$ cat config.mk
export PLATFORM = sky130hd
export DESIGN_NAME = reset_sequencer
export DESIGN_NICKNAME = d
export VERILOG_FILES = /design/src/rtl/reset_sequencer.sv
export SDC_FILE = /design/constraint.sdc
export NUM_CORES = 1
export LEC_CHECK = 0
export ABC_AREA = 1
export BUFFER_PORTS_ARGS = -buffer_cell sky130_fd_sc_hd__buf_2
export CORE_MARGIN = 1.5
export CORE_UTILIZATION = 55
export CTS_BUF_LIST = sky130_fd_sc_hd__clkbuf_8
export DETAILED_ROUTE_END_ITERATION = 7
export PLACE_DENSITY = 0.72
export SLEW_MARGIN = 20
export SYNTH_ARGS = -nofsm -noshare
export SYNTH_HDL_FRONTEND = slang
export SYNTH_SLANG_ARGS = --single-unit
$ cat constraint.sdc
create_clock -name clk_sys -period 4.5 [get_ports clk_sys]
set_clock_uncertainty 0.1 [all_clocks]
set_input_delay 0.225 -clock clk_sys [delete_from_list [all_inputs] [get_ports clk_sys]]
set_output_delay 0.225 -clock clk_sys [all_outputs]
set_load 0.005 [all_outputs]
$ cat src/rtl/reset_sequencer.sv
// Merges masked asynchronous reset requests into one stretched reset, then releases NOUT staged outputs in order.
// Latency: request to all outputs high is SYNC_STAGES+1 edges; no backpressure, every input is a level.
module reset_sequencer #(
  parameter int NSRC        = 2,
  parameter int NOUT        = 3,
  parameter int SYNC_STAGES = 2,
  parameter int MIN_PULSE   = 16,
  parameter int STAGE_DELAY = 256
) (
  input  logic            clk_sys,
  input  logic            reset_n,
  input  logic [NSRC-1:0] req,
  input  logic [NSRC-1:0] req_mask,
  input  logic            cause_clr,
  output logic [NOUT-1:0] rst_out,
  output logic            busy,
  output logic [NSRC-1:0] cause
);

  localparam int CMAX = (MIN_PULSE > STAGE_DELAY) ? MIN_PULSE : STAGE_DELAY;
  localparam int CW   = $clog2(CMAX + 1);
  localparam int IW   = $clog2(NOUT + 1);

  localparam logic [CW-1:0] PULSE_END = CW'(MIN_PULSE - 1);
  localparam logic [CW-1:0] STAGE_END = CW'(STAGE_DELAY - 1);
  localparam logic [IW-1:0] LAST_IDX  = IW'(NOUT - 1);

  typedef enum logic [1:0] {
    ST_ASSERT  = 2'd0,
    ST_RELEASE = 2'd1,
    ST_RUN     = 2'd2
  } state_t;

  state_t          state_q, state_d;
  logic [CW-1:0]   cnt_q, cnt_d;
  logic [IW-1:0]   idx_q, idx_d;
  logic [NOUT-1:0] rst_d;
  logic            busy_d;

  logic [NSRC-1:0] sync_q [SYNC_STAGES];
  logic [NSRC-1:0] req_s;
  logic [NSRC-1:0] hit;
  logic            act;

  always_ff @(posedge clk_sys or negedge reset_n) begin
    if (!reset_n) begin
      for (int i = 0; i < SYNC_STAGES; i++) begin
        sync_q[i] <= '0;
      end
    end else begin
      sync_q[0] <= req;
      for (int i = 1; i < SYNC_STAGES; i++) begin
        sync_q[i] <= sync_q[i-1];
      end
    end
  end

  assign req_s = sync_q[SYNC_STAGES-1];
  assign hit   = req_s & req_mask;
  assign act   = |hit;

  always_ff @(posedge clk_sys or negedge reset_n) begin
    if (!reset_n) begin
      state_q <= ST_ASSERT;
      cnt_q   <= '0;
      idx_q   <= '0;
      rst_out <= '1;
      busy    <= 1'b1;
      cause   <= '0;
    end else begin
      state_q <= state_d;
      cnt_q   <= cnt_d;
      idx_q   <= idx_d;
      rst_out <= rst_d;
      busy    <= busy_d;
      // A clear coinciding with a fresh hit keeps that bit set.
      cause   <= (cause & ~{NSRC{cause_clr}}) | hit;
    end
  end

  always_comb begin
    state_d = state_q;
    cnt_d   = cnt_q;
    idx_d   = idx_q;
    rst_d   = rst_out;

    case (state_q)
      ST_ASSERT: begin
        rst_d = '1;
        if (act) begin
          cnt_d = '0;
        end else if (cnt_q != PULSE_END) begin
          cnt_d = cnt_q + CW'(1);
        end else begin
          rst_d[0] = 1'b0;
          cnt_d    = '0;
          if (NOUT == 1) begin
            state_d = ST_RUN;
          end else begin
            state_d = ST_RELEASE;
            idx_d   = IW'(1);
          end
        end
      end

      ST_RELEASE: begin
        // A new request wins over a stage release due on the same edge.
        if (act) begin
          state_d = ST_ASSERT;
          rst_d   = '1;
          cnt_d   = '0;
        end else if (cnt_q == STAGE_END) begin
          for (int k = 0; k < NOUT; k++) begin
            if (idx_q == IW'(k)) rst_d[k] = 1'b0;
          end
          cnt_d = '0;
          idx_d = idx_q + IW'(1);
          if (idx_q == LAST_IDX) state_d = ST_RUN;
        end else begin
          cnt_d = cnt_q + CW'(1);
        end
      end

      ST_RUN: begin
        rst_d = '0;
        if (act) begin
          state_d = ST_ASSERT;
          rst_d   = '1;
          cnt_d   = '0;
        end
      end

      default: begin
        state_d = ST_ASSERT;
        rst_d   = '1;
        cnt_d   = '0;
      end
    endcase

    busy_d = |rst_d;
  end

endmodule
Yosys cells after proc, flatten, opt, wreduce, memory -nomap -nowiden
Index checks and enable logic that the tools add are counted.

Flip-flop bits (word level): 23. Memories kept: 0. ROM bits: 0. RAM bits: 0. Word-level logic and storage cells: 59. Input bits: 7. Output and inout port bits: 6. Latch bits: 0.

Eq/ne operators: 13. Bitwise operators: 4. Shifts and indexed selects: 0. Mux-type cells: 25. $add $sub $neg: 2. Multiply operators: 0. Divide/modulo/power cells: 0. Reductions and logical operators: 7. $lt $le $gt $ge: 0.

Operators by type and width (count): 9-bit 2-to-1 mux (5); 9-bit case mux with 3 select lines (1); 2-bit 2-to-1 mux (8); 2-bit != test (second input constant) (5); 5-bit AND reduction (2); 9-bit by 1-bit adder with 9-bit output (second input constant) (1); 9-bit by 8-bit == test with 1-bit output (second input constant) (1); 3-bit 2-to-1 mux (3); 9-bit by 4-bit != test with 1-bit output (second input constant) (1); 3-bit case mux with 3 select lines (1); 3-bit != test (second input constant) (2); 2-bit case mux with 3 select lines (1); 1-bit 2-to-1 mux (5); 2-bit AND (2); 2-bit by 1-bit == test with 1-bit output (second input constant) (2); 2-bit == test (second input constant) (2); 2-bit zero test (2); 2-bit case mux with 2 select lines (1); 3-bit OR reduction (1); 2-bit by 1-bit adder with 2-bit output (second input constant) (1); 2-bit inverter (1); 2-bit OR (1); 2-bit nonzero test (1); 2-bit OR reduction (1).

Logic depth before layout (Yosys ltp)
Depth in word-level cells: 6. Gate-level depth with buffers: 11.

Least setup slack after synthesis
OpenSTA, ideal clock, no wires.

Path kind: register to register. Start: register cnt_q[0]. End: register idx_q[0]. Clock period less this slack: 1.921 ns. Arrival: 1.704 ns. Library setup time: 0.117 ns. Path slack: 2.579 ns. Cell stages (with the launch flop): 12. Buffers on the path: 0. Required time: 4.283 ns. Cell sequence: dfrtp_1 ha_1 nand2_1 nor2_1 nand2_1 nor2_1 ha_1 inv_1 a21oi_1 nand3_1 nand2_1 nand2_1.

Cells in the longest elaborated chain, start to end: 3.

RTL lines: start: declaration (RTL line 35) `logic [CW-1:0] cnt_q, cnt_d;`; start signal: assignment (RTL line 72) `cnt_q <= cnt_d;`; 9-bit by 8-bit == test with 1-bit output or 9-bit by 4-bit != test with 1-bit output (tied branches) (RTL line 112, 92); 2-bit != test (no line); 5-bit AND reduction (no line) (*); end signal: assignment (RTL line 73) `idx_q <= idx_d;`; end: declaration (RTL line 36) `logic [IW-1:0] idx_q, idx_d;`.

Every way passes the cells marked *; elsewhere a longest branch is shown, timed or not. A chain may end at the register's enable or synchronous reset.

Worst setup path after layout
Start: register cnt_q[1]. End: register idx_q[0].

The elaborated chain is that of the path after synthesis.

==> flow_metrics.env <==
export IMPL_status="finished, final reports clean"
export IMPL_gp_congestion=0.922
export IMPL_nFillCells=198
export IMPL_powerDensity_nw_per_um2=433
export IMPL_cp_end_kind="register"
export IMPL_hp_class="in2reg"
export IMPL_core_rowCount=17
export IMPL_die_w_um=51.6
export IMPL_dieArea_um2=2660
export IMPL_via_per_inst=5.32
export IMPL_cts_buffers=3
export IMPL_htree_levels=1
export IMPL_cts_buffer_depth=2
export IMPL_grt_pass1_wl_mm=4.42
export IMPL_vias=1107
export IMPL_crit_family="simple AND/OR/NAND/NOR gates"
export IMPL_p_leak_nw=0.730
export IMPL_cts_tree="built"
export IMPL_cp_slowest_cell="dfrtp_1"
export IMPL_clock_sinks=23
export IMPL_clk_latency_ps=260
export IMPL_max_cap_violations=0
export IMPL_startpoint_type="register"
export IMPL_synth_cell_type_count=24
export IMPL_dp_cells=201
export IMPL_drc=0
export IMPL_post_route_period_util=0.502
export IMPL_grt_pass1_vias=1076
export IMPL_critical_path_cell_chain="ha_1 -> nand2_1 -> nor2_1 -> nand2_1 -> nor2_1 -> ha_1 -> inv_1 -> a21oi_1 -> nand3_1 -> nand2_1 -> nand2_1"
export IMPL_finalMaxSlewViolations=0
export IMPL_fp_coreArea_um2=2210
export IMPL_cts_resized=0
export IMPL_synth_cells=163
export IMPL_portBuffers=12
export IMPL_fp_dieH_um=51.6
export IMPL_crit_top_cell="nand2_1"
export IMPL_drt_iter0_markers=18
export IMPL_first_pass_iters=4
export IMPL_fin_util=0.656
export IMPL_grt_usage=0.222
export IMPL_layout_cells_non_filler=208
export IMPL_crit_required_ps=4550
export IMPL_rsz0062_at_grt="no"
export IMPL_syn_avg_cell_area_um2=7.97
export IMPL_clockRootBuffer="clkbuf_8"
export IMPL_antenna_found_initial=0
export IMPL_cts_clk_slew_worst_paths_ps=80
export IMPL_ant_nets=0
export IMPL_whs_ps=63.7
export IMPL_critPathKind="reg2reg"
export IMPL_grt_max_degree=24
export IMPL_start_util=0.587
export IMPL_ys_seq_elements=23
export IMPL_worst_ir_drop_vdd_mv=0.373
export IMPL_arrival_ps=2310
export IMPL_drt_total_wl_mm=2.53
export IMPL_seq_area_frac_synth=0.447
export IMPL_place_hpwl_mm=1.92
export IMPL_finalHoldViolations=0
export IMPL_critPathMaxFanout=7
export IMPL_nets=194
export IMPL_setup_tns_ps=0
export IMPL_syn_num_nets=176
export IMPL_fin_crit_ps=2260
export IMPL_globalRouteOverflowTotal=0
export IMPL_most_common_layout_cells="nand2_1 (48), dfrtp_1 (19), inv_1 (18)"
export IMPL_diodes=0
export IMPL_max_slew_margin=0.659
export IMPL_synth_area_um2=1300
export IMPL_fmax_mhz=443
export IMPL_drive_gt1_frac=0.183
export IMPL_area_delta_synth_final_pct=11.8
export IMPL_pin_count=13
export IMPL_final_common_cell="nand2_1"
export IMPL_finalSetupViolations=0
export IMPL_path_buf_inv=1
export IMPL_max_stage_delay_ps=400
export IMPL_yosysWarningCount=0
export IMPL_wl_per_cell_um=12.2
export IMPL_worst_slew_pin_slew_ps=511
state kept, by name, indices dropped and copies added (netlist names):
register and flops:
cnt_q 9, rst_out 3, cause 2, idx_q 2, req_s 2, state_q 2
sync_q 2, busy 1
timing repair:
item,4_1_cts,5_1_grt
hold buffers,3,0
setup buffers,0,0
setup endpoints to repair,0,0
endpoints found under the hold margin,21,0
layer usage:
| layer | up-vias | GRT usage | routed length (um) |
|---|---|---|---|
| met5 | - | 0 | 0 |
| met1 | 518 | 0.271 | 1190 |
| met3 | 4 | 0.0374 | 71 |
| met2 | 24 | 0.389 | 1240 |
| met4 | 0 | 0.0877 | 29 |
| li1 | 561 | - | - |
synth_stat cells, drive strengths merged:
cell	instances	area share
a21oi	4	0.021
a31oi	1	0.0048
buf	2	0.014
dfrtp	19	0.37
dfstp	4	0.081
ha	6	0.058
inv	23	0.068
nand2	49	0.14
nand3	14	0.054
nand4	13	0.063
nor2	20	0.078
nor3	2	0.016
o211ai	1	0.0096
o21ai	4	0.015
xor2	1	0.0067
report_power, final:
part | switching, mW | internal (mW) | total [mW] | leakage (nW)
registers | 0.0407 | 0.249 | 0.289 | 0.288
clock network | 0.0638 | 0.0617 | 0.125 | 0.0255
logic | 0.142 | 0.0717 | 0.214 | 0.417
final cells by class:
type,instances,area (um2),share of cell area
Clock buffer,3,41.3,0.0284
Clock inverter,1,5.00,0.00345
Inverter,23,88.8,0.0612
Multi-Input combinational cell,115,611,0.421
Sequential cell,23,581,0.400
Tap cell,28,35.0,0.0241
Timing Repair Buffer,15,90.1,0.0621
worst register-to-register path, delay by kind of cell, from the launching register on:
family	cells	cell delay, ps
buffers and inverters	1	140
adders and majority gates	2	470
AOI/OAI and AO/OA	1	240
and+or+nand+nor	7	790
DFF	1	400
worst paths after layout:
check	slack, ps	depth (start not counted)	startpoint	end
max	2240	11	cnt_q[1]$_DFFE_PN0N_	idx_q[0]$_DFFE_PN0P_
min	60	2	cause_clr	cause[1]$_DFF_PN0_
max reg2reg	2240	11	cnt_q[1]$_DFFE_PN0N_	idx_q[0]$_DFFE_PN0P_
min reg2reg	260	0	sync_q[2]$_DFF_PN0_	req_s[0]$_DFF_PN0_
max in group asynchronous	3570	2	reset_n	rst_out[1]$_DFF_PN1_
min in group asynchronous	360	2	reset_n	cnt_q[6]$_DFFE_PN0N_
through the flow:
stage                     setup slack [ps]  area, um2  power (mW)
final                                 2240       1450       0.629
after global routing                  1980       1450       0.675
after CTS                             2280       1450       0.634
after detailed placement              2310       1380       0.505
after global placement                2410       1380       0.496
after floorplan                       2580       1300       0.447
kinds of logic (layout without fill, tap and decap cells):
group                      count (synthesis)  count (layout)  share of synthesized area
AOI/OAI and AO/OA                         10              10                     0.0511
xor gates and xnor gates                   1               1                    0.00674
adders and majority gates                  6               6                     0.0578
buffers and inverters                     25              42                     0.0828
DFF                                       23              23                      0.447
and+or+nand+nor                           98              98                      0.355
No activity file was read; power rests on OpenSTA's default activity.
